File: config.mk
export PLATFORM = sky130hd
export DESIGN_NAME = cv32e40x_rvfi_trace_sequencer
export DESIGN_NICKNAME = d
export VERILOG_FILES = /design/src/rtl/cv32e40x_rvfi_trace_sequencer.sv
export SDC_FILE = /design/constraint.sdc
export NUM_CORES = 1
export LEC_CHECK = 0
export ABC_AREA = 1
export ABC_CLOCK_PERIOD_IN_PS = 24400
export BUFFER_PORTS_ARGS = -buffer_cell sky130_fd_sc_hd__buf_2
export CAP_MARGIN = 5
export CORE_MARGIN = 2
export CORE_UTILIZATION = 40
export DETAILED_ROUTE_END_ITERATION = 12
export PLACE_DENSITY_LB_ADDON = 0.05
export SKIP_LAST_GASP = 1
export SYNTH_ARGS = -nofsm -noshare
export SYNTH_HDL_FRONTEND = slang
export SYNTH_SLANG_ARGS = --single-unit
export TNS_END_PERCENT = 1
File: constraint.sdc
create_clock -name clk_i -period 24.4 [get_ports clk_i]
set_clock_uncertainty 0.1 [all_clocks]
set_input_delay 4.88 -clock clk_i [delete_from_list [all_inputs] [get_ports clk_i]]
set_output_delay 4.88 -clock clk_i [all_outputs]
set_load 0.02 [all_outputs]
File: src/rtl/cv32e40x_rvfi_trace_sequencer.sv
// RVFI trace sequencer: buffers retired-instruction records and emits one beat per active memory slot.
// Optional feature macro: CV32E40X_RVFI_TRACE_SEQ_DROPCNT_EN (16-bit saturating drop counter).

package cv32e40x_rvfi_pkg;
  localparam int NMEM = 2;
endpackage

module cv32e40x_rvfi_trace_sequencer #(
  parameter int DEPTH = 4,
  parameter int NMEM = cv32e40x_rvfi_pkg::NMEM,
  localparam int SLOT_W = (NMEM > 1) ? $clog2(NMEM) : 1
) (
  input  logic                 clk_i,
  input  logic                 rst_i,
  input  logic                 rvfi_valid,
  input  logic [31:0]          rvfi_pc_rdata,
  input  logic [4:0]           rvfi_rd_addr,
  input  logic [31:0]          rvfi_rd_wdata,
  input  logic [32*NMEM-1:0]   rvfi_mem_addr,
  input  logic [32*NMEM-1:0]   rvfi_mem_rdata,
  input  logic [32*NMEM-1:0]   rvfi_mem_wdata,
  input  logic [4*NMEM-1:0]    rvfi_mem_rmask,
  input  logic [4*NMEM-1:0]    rvfi_mem_wmask,
  output logic                 trace_valid_o,
  input  logic                 trace_ready_i,
  output logic [31:0]          trace_pc_o,
  output logic [4:0]           trace_rd_addr_o,
  output logic [31:0]          trace_rd_wdata_o,
  output logic [SLOT_W-1:0]    trace_slot_o,
  output logic [31:0]          trace_mem_addr_o,
  output logic [31:0]          trace_mem_rdata_o,
  output logic [31:0]          trace_mem_wdata_o,
  output logic [3:0]           trace_mem_rmask_o,
  output logic [3:0]           trace_mem_wmask_o,
  output logic                 trace_last_o,
  output logic                 overflow_o,
  output logic [15:0]          drop_cnt_o
);

  localparam int PTR_W = (DEPTH > 1) ? $clog2(DEPTH) : 1;
  localparam int CNT_W = PTR_W + 1;

  typedef enum logic [0:0] {
    IDLE = 1'b0,
    EMIT = 1'b1
  } state_e;

  // Record storage
  logic [31:0]        pc_mem_r     [DEPTH];
  logic [4:0]         rd_addr_mem_r[DEPTH];
  logic [31:0]        rd_wdata_mem_r[DEPTH];
  logic [32*NMEM-1:0] maddr_mem_r  [DEPTH];
  logic [32*NMEM-1:0] mrdata_mem_r [DEPTH];
  logic [32*NMEM-1:0] mwdata_mem_r [DEPTH];
  logic [4*NMEM-1:0]  rmask_mem_r  [DEPTH];
  logic [4*NMEM-1:0]  wmask_mem_r  [DEPTH];

  logic [PTR_W-1:0]   wptr_r;
  logic [PTR_W-1:0]   rptr_r;
  logic [CNT_W-1:0]   cnt_r;
  logic [CNT_W-1:0]   cnt_next_s;
  logic [SLOT_W-1:0]  slot_r;
  state_e             state_r;
  state_e             state_s;

  logic               full_s;
  logic               push_s;
  logic               drop_s;
  logic               accept_s;
  logic               pop_s;

  logic [4*NMEM-1:0]  head_rmask_s;
  logic [4*NMEM-1:0]  head_wmask_s;
  logic [32*NMEM-1:0] head_maddr_s;
  logic [32*NMEM-1:0] head_mrdata_s;
  logic [32*NMEM-1:0] head_mwdata_s;
  logic [NMEM-1:0]    act_s;
  logic [SLOT_W-1:0]  cur_s;
  logic               cur_act_s;
  logic               more_s;
  logic               last_s;
  logic [31:0]        sel_addr_s;
  logic [31:0]        sel_rdata_s;
  logic [31:0]        sel_wdata_s;
  logic [3:0]         sel_rmask_s;
  logic [3:0]         sel_wmask_s;

  // Full is judged on registered occupancy, so a same-cycle pop never frees a slot for a push
  assign full_s   = (cnt_r == CNT_W'(DEPTH));
  assign push_s   = rvfi_valid & ~full_s;
  assign drop_s   = rvfi_valid & full_s;
  assign accept_s = (state_r == EMIT) & trace_ready_i;
  assign pop_s    = accept_s & last_s;

  assign head_rmask_s  = rmask_mem_r[rptr_r];
  assign head_wmask_s  = wmask_mem_r[rptr_r];
  assign head_maddr_s  = maddr_mem_r[rptr_r];
  assign head_mrdata_s = mrdata_mem_r[rptr_r];
  assign head_mwdata_s = mwdata_mem_r[rptr_r];

  // Record storage write port
  always_ff @(posedge clk_i) begin
    if (push_s) begin
      pc_mem_r[wptr_r]       <= rvfi_pc_rdata;
      rd_addr_mem_r[wptr_r]  <= rvfi_rd_addr;
      rd_wdata_mem_r[wptr_r] <= rvfi_rd_wdata;
      maddr_mem_r[wptr_r]    <= rvfi_mem_addr;
      mrdata_mem_r[wptr_r]   <= rvfi_mem_rdata;
      mwdata_mem_r[wptr_r]   <= rvfi_mem_wdata;
      rmask_mem_r[wptr_r]    <= rvfi_mem_rmask;
      wmask_mem_r[wptr_r]    <= rvfi_mem_wmask;
    end
  end

  // Next occupancy from push/pop
  always_comb begin
    cnt_next_s = cnt_r;
    case ({push_s, pop_s})
      2'b10:   cnt_next_s = cnt_r + CNT_W'(1'b1);
      2'b01:   cnt_next_s = cnt_r - CNT_W'(1'b1);
      default: cnt_next_s = cnt_r;
    endcase
  end

  // FIFO pointers and occupancy
  always_ff @(posedge clk_i) begin
    if (rst_i) begin
      wptr_r <= {PTR_W{1'b0}};
      rptr_r <= {PTR_W{1'b0}};
      cnt_r  <= {CNT_W{1'b0}};
    end else begin
      wptr_r <= push_s ? (wptr_r + PTR_W'(1'b1)) : wptr_r;
      rptr_r <= pop_s ? (rptr_r + PTR_W'(1'b1)) : rptr_r;
      cnt_r  <= cnt_next_s;
    end
  end

  // Slot search: lowest active slot at or above slot_r, and whether one exists beyond it
  always_comb begin
    act_s  = {NMEM{1'b0}};
    cur_s  = {SLOT_W{1'b0}};
    more_s = 1'b0;
    for (int i = 0; i < NMEM; i++) begin
      act_s[i] = |(head_rmask_s[4*i +: 4] | head_wmask_s[4*i +: 4]);
    end
    for (int i = NMEM - 1; i >= 0; i--) begin
      cur_s = (act_s[i] && (i >= int'(slot_r))) ? SLOT_W'(i) : cur_s;
    end
    for (int i = 0; i < NMEM; i++) begin
      more_s = more_s | (act_s[i] && (i > int'(cur_s)));
    end
    cur_act_s = act_s[cur_s];
    last_s    = ~more_s;
  end

  // Per-slot field mux for the current slot
  always_comb begin
    sel_addr_s  = 32'h0;
    sel_rdata_s = 32'h0;
    sel_wdata_s = 32'h0;
    sel_rmask_s = 4'h0;
    sel_wmask_s = 4'h0;
    for (int i = 0; i < NMEM; i++) begin
      sel_addr_s  = (int'(cur_s) == i) ? head_maddr_s[32*i +: 32]  : sel_addr_s;
      sel_rdata_s = (int'(cur_s) == i) ? head_mrdata_s[32*i +: 32] : sel_rdata_s;
      sel_wdata_s = (int'(cur_s) == i) ? head_mwdata_s[32*i +: 32] : sel_wdata_s;
      sel_rmask_s = (int'(cur_s) == i) ? head_rmask_s[4*i +: 4]    : sel_rmask_s;
      sel_wmask_s = (int'(cur_s) == i) ? head_wmask_s[4*i +: 4]    : sel_wmask_s;
    end
  end

  // Slot pointer: advance past the accepted slot, restart at 0 for the next record
  always_ff @(posedge clk_i) begin
    if (rst_i) begin
      slot_r <= {SLOT_W{1'b0}};
    end else if (pop_s) begin
      slot_r <= {SLOT_W{1'b0}};
    end else if (accept_s) begin
      slot_r <= cur_s + SLOT_W'(1'b1);
    end else begin
      slot_r <= slot_r;
    end
  end

  // FSM state register
  always_ff @(posedge clk_i) begin
    if (rst_i) begin
      state_r <= IDLE;
    end else begin
      state_r <= state_s;
    end
  end

  // FSM next-state
  always_comb begin
    state_s = state_r;
    case (state_r)
      IDLE:    state_s = push_s ? EMIT : IDLE;
      EMIT:    state_s = (pop_s && (cnt_next_s == {CNT_W{1'b0}})) ? IDLE : EMIT;
      default: state_s = IDLE;
    endcase
  end

  // Beat outputs, forced to zero whenever no beat is offered
  always_comb begin
    trace_valid_o     = 1'b0;
    trace_pc_o        = 32'h0;
    trace_rd_addr_o   = 5'h0;
    trace_rd_wdata_o  = 32'h0;
    trace_slot_o      = {SLOT_W{1'b0}};
    trace_mem_addr_o  = 32'h0;
    trace_mem_rdata_o = 32'h0;
    trace_mem_wdata_o = 32'h0;
    trace_mem_rmask_o = 4'h0;
    trace_mem_wmask_o = 4'h0;
    trace_last_o      = 1'b0;
    if (state_r == EMIT) begin
      trace_valid_o     = 1'b1;
      trace_pc_o        = pc_mem_r[rptr_r];
      trace_rd_addr_o   = rd_addr_mem_r[rptr_r];
      trace_rd_wdata_o  = rd_wdata_mem_r[rptr_r];
      trace_slot_o      = cur_s;
      trace_mem_addr_o  = cur_act_s ? sel_addr_s  : 32'h0;
      trace_mem_rdata_o = cur_act_s ? sel_rdata_s : 32'h0;
      trace_mem_wdata_o = cur_act_s ? sel_wdata_s : 32'h0;
      trace_mem_rmask_o = cur_act_s ? sel_rmask_s : 4'h0;
      trace_mem_wmask_o = cur_act_s ? sel_wmask_s : 4'h0;
      trace_last_o      = last_s;
    end else begin
      trace_valid_o = 1'b0;
    end
  end

  // Sticky overflow flag
  always_ff @(posedge clk_i) begin
    if (rst_i) begin
      overflow_o <= 1'b0;
    end else if (drop_s) begin
      overflow_o <= 1'b1;
    end else begin
      overflow_o <= overflow_o;
    end
  end

`ifdef CV32E40X_RVFI_TRACE_SEQ_DROPCNT_EN
  logic [15:0] drop_cnt_r;

  // Saturating dropped-record counter
  always_ff @(posedge clk_i) begin
    if (rst_i) begin
      drop_cnt_r <= 16'h0000;
    end else if (drop_s && (drop_cnt_r != 16'hFFFF)) begin
      drop_cnt_r <= drop_cnt_r + 16'h0001;
    end else begin
      drop_cnt_r <= drop_cnt_r;
    end
  end

  assign drop_cnt_o = drop_cnt_r;
`else
  assign drop_cnt_o = 16'h0000;
`endif

endmodule

==> results of run 1 <==
-- stage by stage --
stage          util [%]  setup slack (ns)  instance area, um^2  hold slack, ns  cells
6_report           47.1             13.77                51200           0.356   5243
5_1_grt            47.0             13.34                51100           0.398   5229
4_1_cts            47.0             14.01                51100           0.362   5213
3_5_place_dp       43.3             14.81                47100           0.350   4996
3_3_place_gp       43.3             14.85                47100           0.336   4996
2_1_floorplan         -              6.83                43800           0.358   3326
-- layer usage --
metal | vias to the layer above | GRT usage, % | part of all wire, %
li1 | 12900 | - | -
met1 | 13900 | 26.7 | 41
met2 | 729 | 34.7 | 49
met3 | 236 | 5.25 | 7.0
met5 | - | 0 | 0.30
met4 | 56 | 7.46 | 2.6
-- cell families (layout without fill, tap and decap cells) --
logic type | after synthesis | count (layout)
flops | 1120 | 1120
simple gates | 1119 | 1119
compound gates | 802 | 802
buf+inv | 259 | 732
fa+ha+maj | 6 | 6
xor+xnor | 3 | 3
other cells | 1 | 46
mux | 1 | 1
-- placed cells by master (no fill, tap or decap), types with 23 or more instances in the layout --
cell,instances
edfxtp_1,1108
nand2_1,593
nor2_1,482
buf_2,457
a21oi_1,371
o21ai_0,202
clkbuf_16,139
a22oi_1,96
a32oi_1,96
nand3_1,37
o21ai_1,37
buf_4,34
diode_2,30
clkbuf_1,29
clkinv_1,23
-- report_power, final --
| group | switching, mW | internal [mW] | total [mW] |
|---|---|---|---|
| Combinational | 0.214 | 0.0794 | 0.293 |
| Sequential | 0.0186 | 2.21 | 2.23 |
| Clock | 0.725 | 1.10 | 1.82 |
-- area by class of cell --
type / count / area (um^2)
Antenna cell: 30 / 75.1
Clock buffer: 168 / 3590
Clock inverter: 49 / 403
Fill cell: 9690 / 57500
Inverter: 19 / 88.8
Multi-Input combinational cell: 1947 / 9090
Sequential cell: 1120 / 33500
Tap cell: 1414 / 1770
Timing Repair Buffer: 496 / 2640
-- sequential cells by signal, summed over array words and instances (netlist names), named ones only --
name and cells:
wmask_mem_r 32, rd_wdata_mem_r 128, slot_r 1, state_r 1, mwdata_mem_r 256, wptr_r 2, rd_addr_mem_r 20, rptr_r 2
rmask_mem_r 32, mrdata_mem_r 256, overflow_o 1, maddr_mem_r 256, cnt_r 3, pc_mem_r 128
-- worst paths after layout --
path,start,to,slack (ns)
setup reg to reg,flop,state_r,19.34
hold reg to reg,overflow_o,overflow_o,0.36
hold / removal,overflow_o,overflow_o,0.36
setup / recovery,flop,trace_mem_rdata_o[9],13.77
-- critical path, delay by kind of cell, from the launching register on --
kind | cells | cell delay (ns)
flip-flops | 1 | 0.75
AND/OR/NAND/NOR | 10 | 1.29
buffers and inverters | 5 | 2.22
==> metrics, run 1 <==
status finished, final reports clean; slowest library cell on the worst path buf_4; Hold Vio Cnt, Final 0; Post-synth EDFFs 1,108; Final Max Slew Viols 0; detailed placer's ending HPWL 69.0 mm; Die Height 335 um; worst skew pair latency 0.73 ns; Yosys top cell area share 76.1%; CP Class reg2out; first-pass GRT wire length 174 mm; vias in the first global route 27,300; hold depth 2; post-route ant nets 0; CTS Hold Bufs 0; min cycle time layout 10.63 ns; H-tree Lvls 4; multiplexer share of the synthesized area 0.0229%; complex-gate fraction of the synthesized area 10.6%; initial antenna violation count 74; maximum clock path buffer count 3; number of buffers added on ports 457; CP most frequent cell nand2_1; GRT overflow 0; Lkg Pwr 18.8 nW; TritonCTS clock tree built; post-synth cell types 25; setup bufs post-CTS 0; R2R cell count 20; DR iter-0 viols 1,825; Area contributors post-synth edfxtp_1, nand2_1, a21oi_1; final net count 4,001; Initial Util 40.2%; DIE AREA 0.112 mm^2; DR vias 27,900; final total power 4.35 mW; cells after synthesis 3,311; gpl congestion 0.771; Post-synth ARST share 0%; HP Class reg2reg; drt first pass iters 5; setup violators final 0; unrepaired setup endpoints after global routing no; io pins 474; mapped cell area 0.0437 mm^2; synth warn 0; WP data required 19.42 ns; slowest stage delay, CP 0.79 ns; area leader, netlist edfxtp_1; critical path fanouts, max 196; most common cell in the netlist edfxtp_1; gr usage total 20.9%; Max-cap violations 0; slew margin rel. 15.9%; number of synthesized register bits 1,120; Fmax 94.1 MHz; Pwr Density 85.0 mW/mm^2; CP startpoint kind flop; VDD IR max 0.0000580 V; period utilization 43.6%; share of cells above drive strength 1 17.7%; Resize count post-CTS 0; clk sink count 1,120; Synth Flop Type edfxtp_1; cts bufs inserted 130; largest net degree at the start of global routing 197; sequential cell area fraction in the yosys report 76.6%; XOR/XNOR Fraction of Synth Area 0.0601%; # DRC 0; register clock-pin slew on the reported worst setup and hold paths 0.06 ns; endpoint class of the critical path primary output; aggregate routed wire length 120 mm; Die Width 335 um; top post-synthesis cells by count edfxtp_1, nand2_1, nor2_1; largest family of logic cells by synthesized area compound AO/OA/AOI/OAI gates; crit path cell chain inv_8 -> buf_12 -> nand2_1 -> nand3_1 -> nand2_1 -> nand2_1 -> nor2_1 -> nand2_1 -> nand2_1 -> nand2_4 -> inv_4 -> buf_4 -> nor2_1 -> nor2_1 -> buf_2; Core Footprint 0.109 mm^2; Clock Tree Root clkbuf_16; routed len/inst 22.8 um; simple-gate share of the synthesized area 9.74%; worst slew pin tran 1.26 ns; mean post-synth cell area 13.2 um^2; CP arrival 5.65 ns; # rows 121; DR vias/cell 5.31; Setup TNS 0 ns; Area growth syn-to-layout 17.0%; post-synthesis adder-cell area fraction 0.189%
Note: power is estimated with default switching activity, not from simulation.
==> run 2, diff against run 1 <==
--- a/config.mk
+++ b/config.mk
@@ -6,7 +6,7 @@
 export NUM_CORES = 1
 export LEC_CHECK = 0
 export ABC_AREA = 1
-export ABC_CLOCK_PERIOD_IN_PS = 24400
+export ABC_CLOCK_PERIOD_IN_PS = 10800
 export BUFFER_PORTS_ARGS = -buffer_cell sky130_fd_sc_hd__buf_2
 export CAP_MARGIN = 5
 export CORE_MARGIN = 2
==> constraint.sdc (replaced) <==
create_clock -name clk_i -period 10.8 [get_ports clk_i]
set_clock_uncertainty 0.1 [all_clocks]
set_input_delay 2.16 -clock clk_i [delete_from_list [all_inputs] [get_ports clk_i]]
set_output_delay 2.16 -clock clk_i [all_outputs]
set_load 0.02 [all_outputs]
==> metrics, run 2 (synthesized netlist as in run 1, its figures left out) <==
setup violators final 0 (unchanged); TritonCTS clock tree built; register clock-pin slew on the reported worst setup and hold paths 0.06 ns (about the same); final net count 3,991 (-0.25%); Place WS 3.78 ns (-11.03 ns); initial antenna violation count 70 (-5.4%); period utilization 70.0%; worst slew pin tran 1.21 ns (-0.0487 ns); Die Width 335 um (unchanged); leading registers by flop count maddr_mem_r: 256 flops, mrdata_mem_r: 256 flops, mwdata_mem_r: 256 flops; GRT overflow 0 (unchanged); unrepaired setup endpoints after global routing no; Initial Util 40.2% (unchanged); Buf/Inv on CP 5 (unchanged); DIE AREA 0.112 mm^2 (unchanged); Max-cap violations 0 (unchanged); critical path fanouts, max 81 (-59%); WP data required 8.54 ns (-10.88 ns); slowest library cell on the worst path buf_4; io pins 474 (unchanged); CP most frequent cell nand2_1; first-pass GRT wire length 174 mm (-0.40%); worst skew pair latency 0.69 ns (-0.04 ns); drt first pass iters 6 (+1); Fin Hold WS 0.359 ns (+0.00275 ns); DR vias 27,800 (-0.079%); share of cells above drive strength 1 18.0% (+0.29 points); aggregate routed wire length 120 mm (about the same); cts bufs inserted 120 (-7.7%); Fill cells 9,670 (-0.21%); leading cell types in the layout, fill and taps excluded edfxtp_1, nand2_1, nor2_1; CP arrival 5.30 ns (-0.35 ns); # rows 121 (unchanged); CTS Hold Bufs 0 (unchanged); Core Footprint 0.109 mm^2 (unchanged); clk sink count 1,120 (unchanged); crit path cell chain inv_8 -> buf_4 -> nand3_1 -> nand2_1 -> nand2_1 -> nor2_1 -> nand2_1 -> nand2_1 -> nand2_4 -> inv_4 -> buf_4 -> nor2_1 -> nor2_1 -> buf_2; final total power 9.80 mW (+130%); gr usage total 20.8% (-0.15 points); Final Max Slew Viols 0 (unchanged); Lkg Pwr 18.8 nW (about the same); met3 global-route usage 5.33% (+0.081 points); post-route ant nets 0 (unchanged); HP Class reg2reg; vias in the first global route 27,300 (-0.015%); DR vias/cell 5.31 (-0.16%); Setup TNS 0 ns (unchanged); Fmax 132 MHz; routed len/inst 22.8 um (about the same); status finished, final reports clean; most used routing layer met2; endpoint class of the critical path primary output; VDD IR max 0.000115 V (+98%); # DRC 0 (unchanged); number of buffers added on ports 457 (unchanged); Hold Vio Cnt, Final 0 (unchanged); routing usage on met1 26.2% (-0.50 points); slew margin rel. 19.1% (+3.2 points); Final WS setup 3.24 ns (-10.53 ns); H-tree Lvls 3 (-1); GR Util met2 34.7% (about the same); CP startpoint kind flop; Area growth syn-to-layout 17.0% (about the same); maximum clock path buffer count 3 (unchanged); gpl congestion 0.794 (+2.9%); setup bufs post-CTS 0 (unchanged); CP Class reg2out; commonest non-fill, non-tap cell in the layout edfxtp_1; detailed placer's ending HPWL 68.4 mm (-0.91%); slowest stage delay, CP 0.88 ns (+0.09 ns); Clock Tree Root clkbuf_16; DR iter-0 viols 1,840 (+0.82%); register area 0.0335 mm^2 (unchanged); min cycle time layout 7.56 ns; CP top delay family buffers and inverters; largest net degree at the start of global routing 128 (-35%); Die Height 335 um (unchanged); Resize count post-CTS 0 (unchanged); area of the multi-input gates 0.00909 mm^2 (unchanged); Pwr Density 192 mW/mm^2 (+130%)
[run 2: cell count changes in the layout (fill, tap and decap cells not counted), moves of 7 or more]
cell and delta:
clkinv_2 +17, clkbuf_16 -14, clkbuf_1 -9, bufinv_16 +8, clkinv_1 +7, diode_2 -7
[run 2: cell type report]
cell class | count | share of cell area (%)
Antenna cell | 23 | 0.113
Clock buffer | 145 | 6.26
Clock inverter | 83 | 1.50
Inverter | 19 | 0.174
Multi-Input combinational cell | 1947 | 17.8
Sequential cell | 1120 | 65.5
Tap cell | 1414 | 3.46
Timing Repair Buffer | 496 | 5.19
[run 2: stage by stage]
stage	area, um^2	utilization [%]	cells
4_1_cts	51100	47.0	5224
2_1_floorplan	43800	-	3326
3_5_place_dp	47100	43.3	4996
6_report	51100	47.1	5247
5_1_grt	51100	47.0	5235
3_3_place_gp	47100	43.3	4996
[run 2: worst min-delay path, stage by stage (launching register included)]
cell	delay, ns
dfxtp_1	0.31
inv_1	0.05
a21oi_1	0.06
[run 2: final timing paths]
path | from | endpoint | slack [ns] | cells past startpoint
hold reg to reg | overflow_o | overflow_o | 0.36 | 2
setup reg to reg | flop | state_r | 6.22 | 19
hold / removal | overflow_o | overflow_o | 0.36 | 2
setup / recovery | flop | trace_mem_rdata_o[22] | 3.24 | 14
[run 2: metal layers]
metal | vias to the layer above | wire length, um
met1 | 13800 | 49100
li1 | 12900 | -
met5 | - | 376
met3 | 253 | 8220
met4 | 60 | 3550
met2 | 780 | 58300
[run 2: power breakdown]
group          leakage, nW  internal [mW]  switching (mW)
sequential            10.3           4.99          0.0424
combinational         6.57          0.180           0.485
clock                 1.96           2.45            1.65
total                 18.8           7.63            2.18
==> run 3, diff against run 2 <==
--- a/config.mk
+++ b/config.mk
@@ -6,7 +6,7 @@
 export NUM_CORES = 1
 export LEC_CHECK = 0
 export ABC_AREA = 1
-export ABC_CLOCK_PERIOD_IN_PS = 10800
+export ABC_CLOCK_PERIOD_IN_PS = 7500
 export BUFFER_PORTS_ARGS = -buffer_cell sky130_fd_sc_hd__buf_2
 export CAP_MARGIN = 5
 export CORE_MARGIN = 2
==> constraint.sdc (replaced) <==
create_clock -name clk_i -period 7.5 [get_ports clk_i]
set_clock_uncertainty 0.1 [all_clocks]
set_input_delay 1.5 -clock clk_i [delete_from_list [all_inputs] [get_ports clk_i]]
set_output_delay 1.5 -clock clk_i [all_outputs]
set_load 0.02 [all_outputs]
==> metrics, run 3 (synthesized netlist as in run 1, its figures left out) <==
routed len/inst 22.8 um (about the same); DIE AREA 0.112 mm^2 (unchanged); Final Max Slew Viols 0 (unchanged); Design Area, Final 0.0509 mm^2 (-0.58%); clk sink count 1,120 (unchanged); fin util 46.8% (-0.28 points); WP data required 5.90 ns (-2.64 ns); Area growth syn-to-layout 16.3%; final net count 3,985 (-0.15%); HP Class reg2reg; Lkg Pwr 18.6 nW (-1.1%); unrepaired setup endpoints after global routing no; Die Height 335 um (unchanged); share of cells above drive strength 1 17.1% (-0.96 points); final total power 13.7 mW (+39%); Place WS 1.99 ns (-1.79 ns); M1 WL 49.4 mm (+0.67%); GRT overflow 0 (unchanged); VDD IR max 0.000179 V (+56%); cts bufs inserted 120 (unchanged); number of buffers added on ports 457 (unchanged); DR vias 27,800 (-0.072%); post-route ant nets 0 (unchanged); placed cell area 0.0472 mm^2 (about the same); TritonCTS clock tree built; Layout Cells excl Fill 5,238 (-0.17%); CP startpoint kind flop; Resize count post-CTS 0 (unchanged); CTS Hold Bufs 0 (unchanged); critical path fanouts, max 244 (+200%); DR iter-0 viols 1,928 (+4.8%); slew margin rel. 3.54% (-16 points); detailed placer's ending HPWL 66.4 mm (-2.9%); period utilization 84.5%; initial antenna violation count 70 (unchanged); maximum clock path buffer count 3 (unchanged); worst skew pair latency 0.69 ns (about the same); leading cell types in the layout, fill and taps excluded edfxtp_1, nand2_1, nor2_1; # rows 121 (unchanged); CP Class reg2out; uppermost layer routed met5; min cycle time layout 6.34 ns; Core Footprint 0.109 mm^2 (unchanged); H-tree Lvls 3 (unchanged); slowest stage delay, CP 1.01 ns (+0.13 ns); status finished, final reports clean; leading registers by flop count maddr_mem_r: 256 flops, mrdata_mem_r: 256 flops, mwdata_mem_r: 256 flops; Clock Tree Root clkbuf_16; setup bufs post-CTS 0 (unchanged); largest net degree at the start of global routing 245 (+91%); DR vias/cell 5.31 (about the same); drt first pass iters 5 (-1); Max-cap violations 0 (unchanged); CP arrival 4.74 ns (-0.56 ns); Met2 Routed Length 57.8 mm (-0.98%); register clock-pin slew on the reported worst setup and hold paths 0.06 ns (about the same); first-pass GRT wire length 175 mm (+0.52%); Reg2Reg Setup Slack 3.23 ns (-2.99 ns); Met3 Routed Length 8.16 mm (-0.73%); commonest non-fill, non-tap cell in the layout edfxtp_1; aggregate routed wire length 119 mm (-0.18%); worst slew pin tran 1.45 ns (+0.234 ns); vias in the first global route 27,400 (+0.17%); slowest library cell on the worst path buf_4; io pins 474 (unchanged); # DRC 0 (unchanged); Final WS setup 1.16 ns (-2.08 ns); gr usage total 20.8% (+0.036 points); Die Width 335 um (unchanged); crit path cell chain buf_4 -> buf_12 -> a21oi_1 -> a32oi_1 -> o21ai_0 -> nor2_1 -> buf_2; setup violators final 0 (unchanged); gpl congestion 0.778 (-2.0%); endpoint class of the critical path primary output; Pwr Density 269 mW/mm^2 (+40%); # placed instances 4,990 (-0.12%); Fmax 158 MHz; Initial Util 40.2% (unchanged); Hold Vio Cnt, Final 0 (unchanged)
[run 3: path summary, 6_finish.rpt]
check	start	end	cells after the start
max	flop	trace_mem_wdata_o[14]	7
min reg2reg	overflow_o	overflow_o	2
max reg2reg	flop	state_r	18
min	overflow_o	overflow_o	2
[run 3: power breakdown]
group          internal [mW]  total, mW  switching, mW
logic                  0.264      0.959          0.695
clock network           3.17       5.46           2.29
registers               7.19       7.25         0.0605
total                   10.6       13.7           3.04
[run 3: layout make-up]
| class | instances | area (um^2) |
|---|---|---|
| fill | 9714 | 57900 |
| sequential | 1120 | 33500 |
| multi-input combinational | 1947 | 9090 |
| clock buffer | 166 | 3220 |
| timing repair buffer | 490 | 2700 |
| tap | 1414 | 1770 |
| clock inverter | 53 | 397 |
| inverter | 19 | 88.8 |
| antenna | 29 | 72.6 |
[run 3: critical path, delay by kind of cell (launching register included)]
kind | cells | cell delay [ns]
AOI/OAI and AO/OA | 3 | 0.48
buffers and inverters | 3 | 1.94
DFF | 1 | 0.80
and+or+nand+nor | 1 | 0.35
[run 3: per-layer routing]
metal  up-vias  global-route usage (%)
li1      12900                       -
met1     13900                    26.5
met2       747                    34.4
met3       242                    5.55
met4        50                    7.13
met5         -                       0
[run 3: stage by stage]
stage	TNS, ns	hold slack (ns)
finish	0	0.352
global route	0	0.396
CTS	0	0.356
detailed placement	0	0.347
global placement	0	0.345
floorplan	-2241.40	0.358
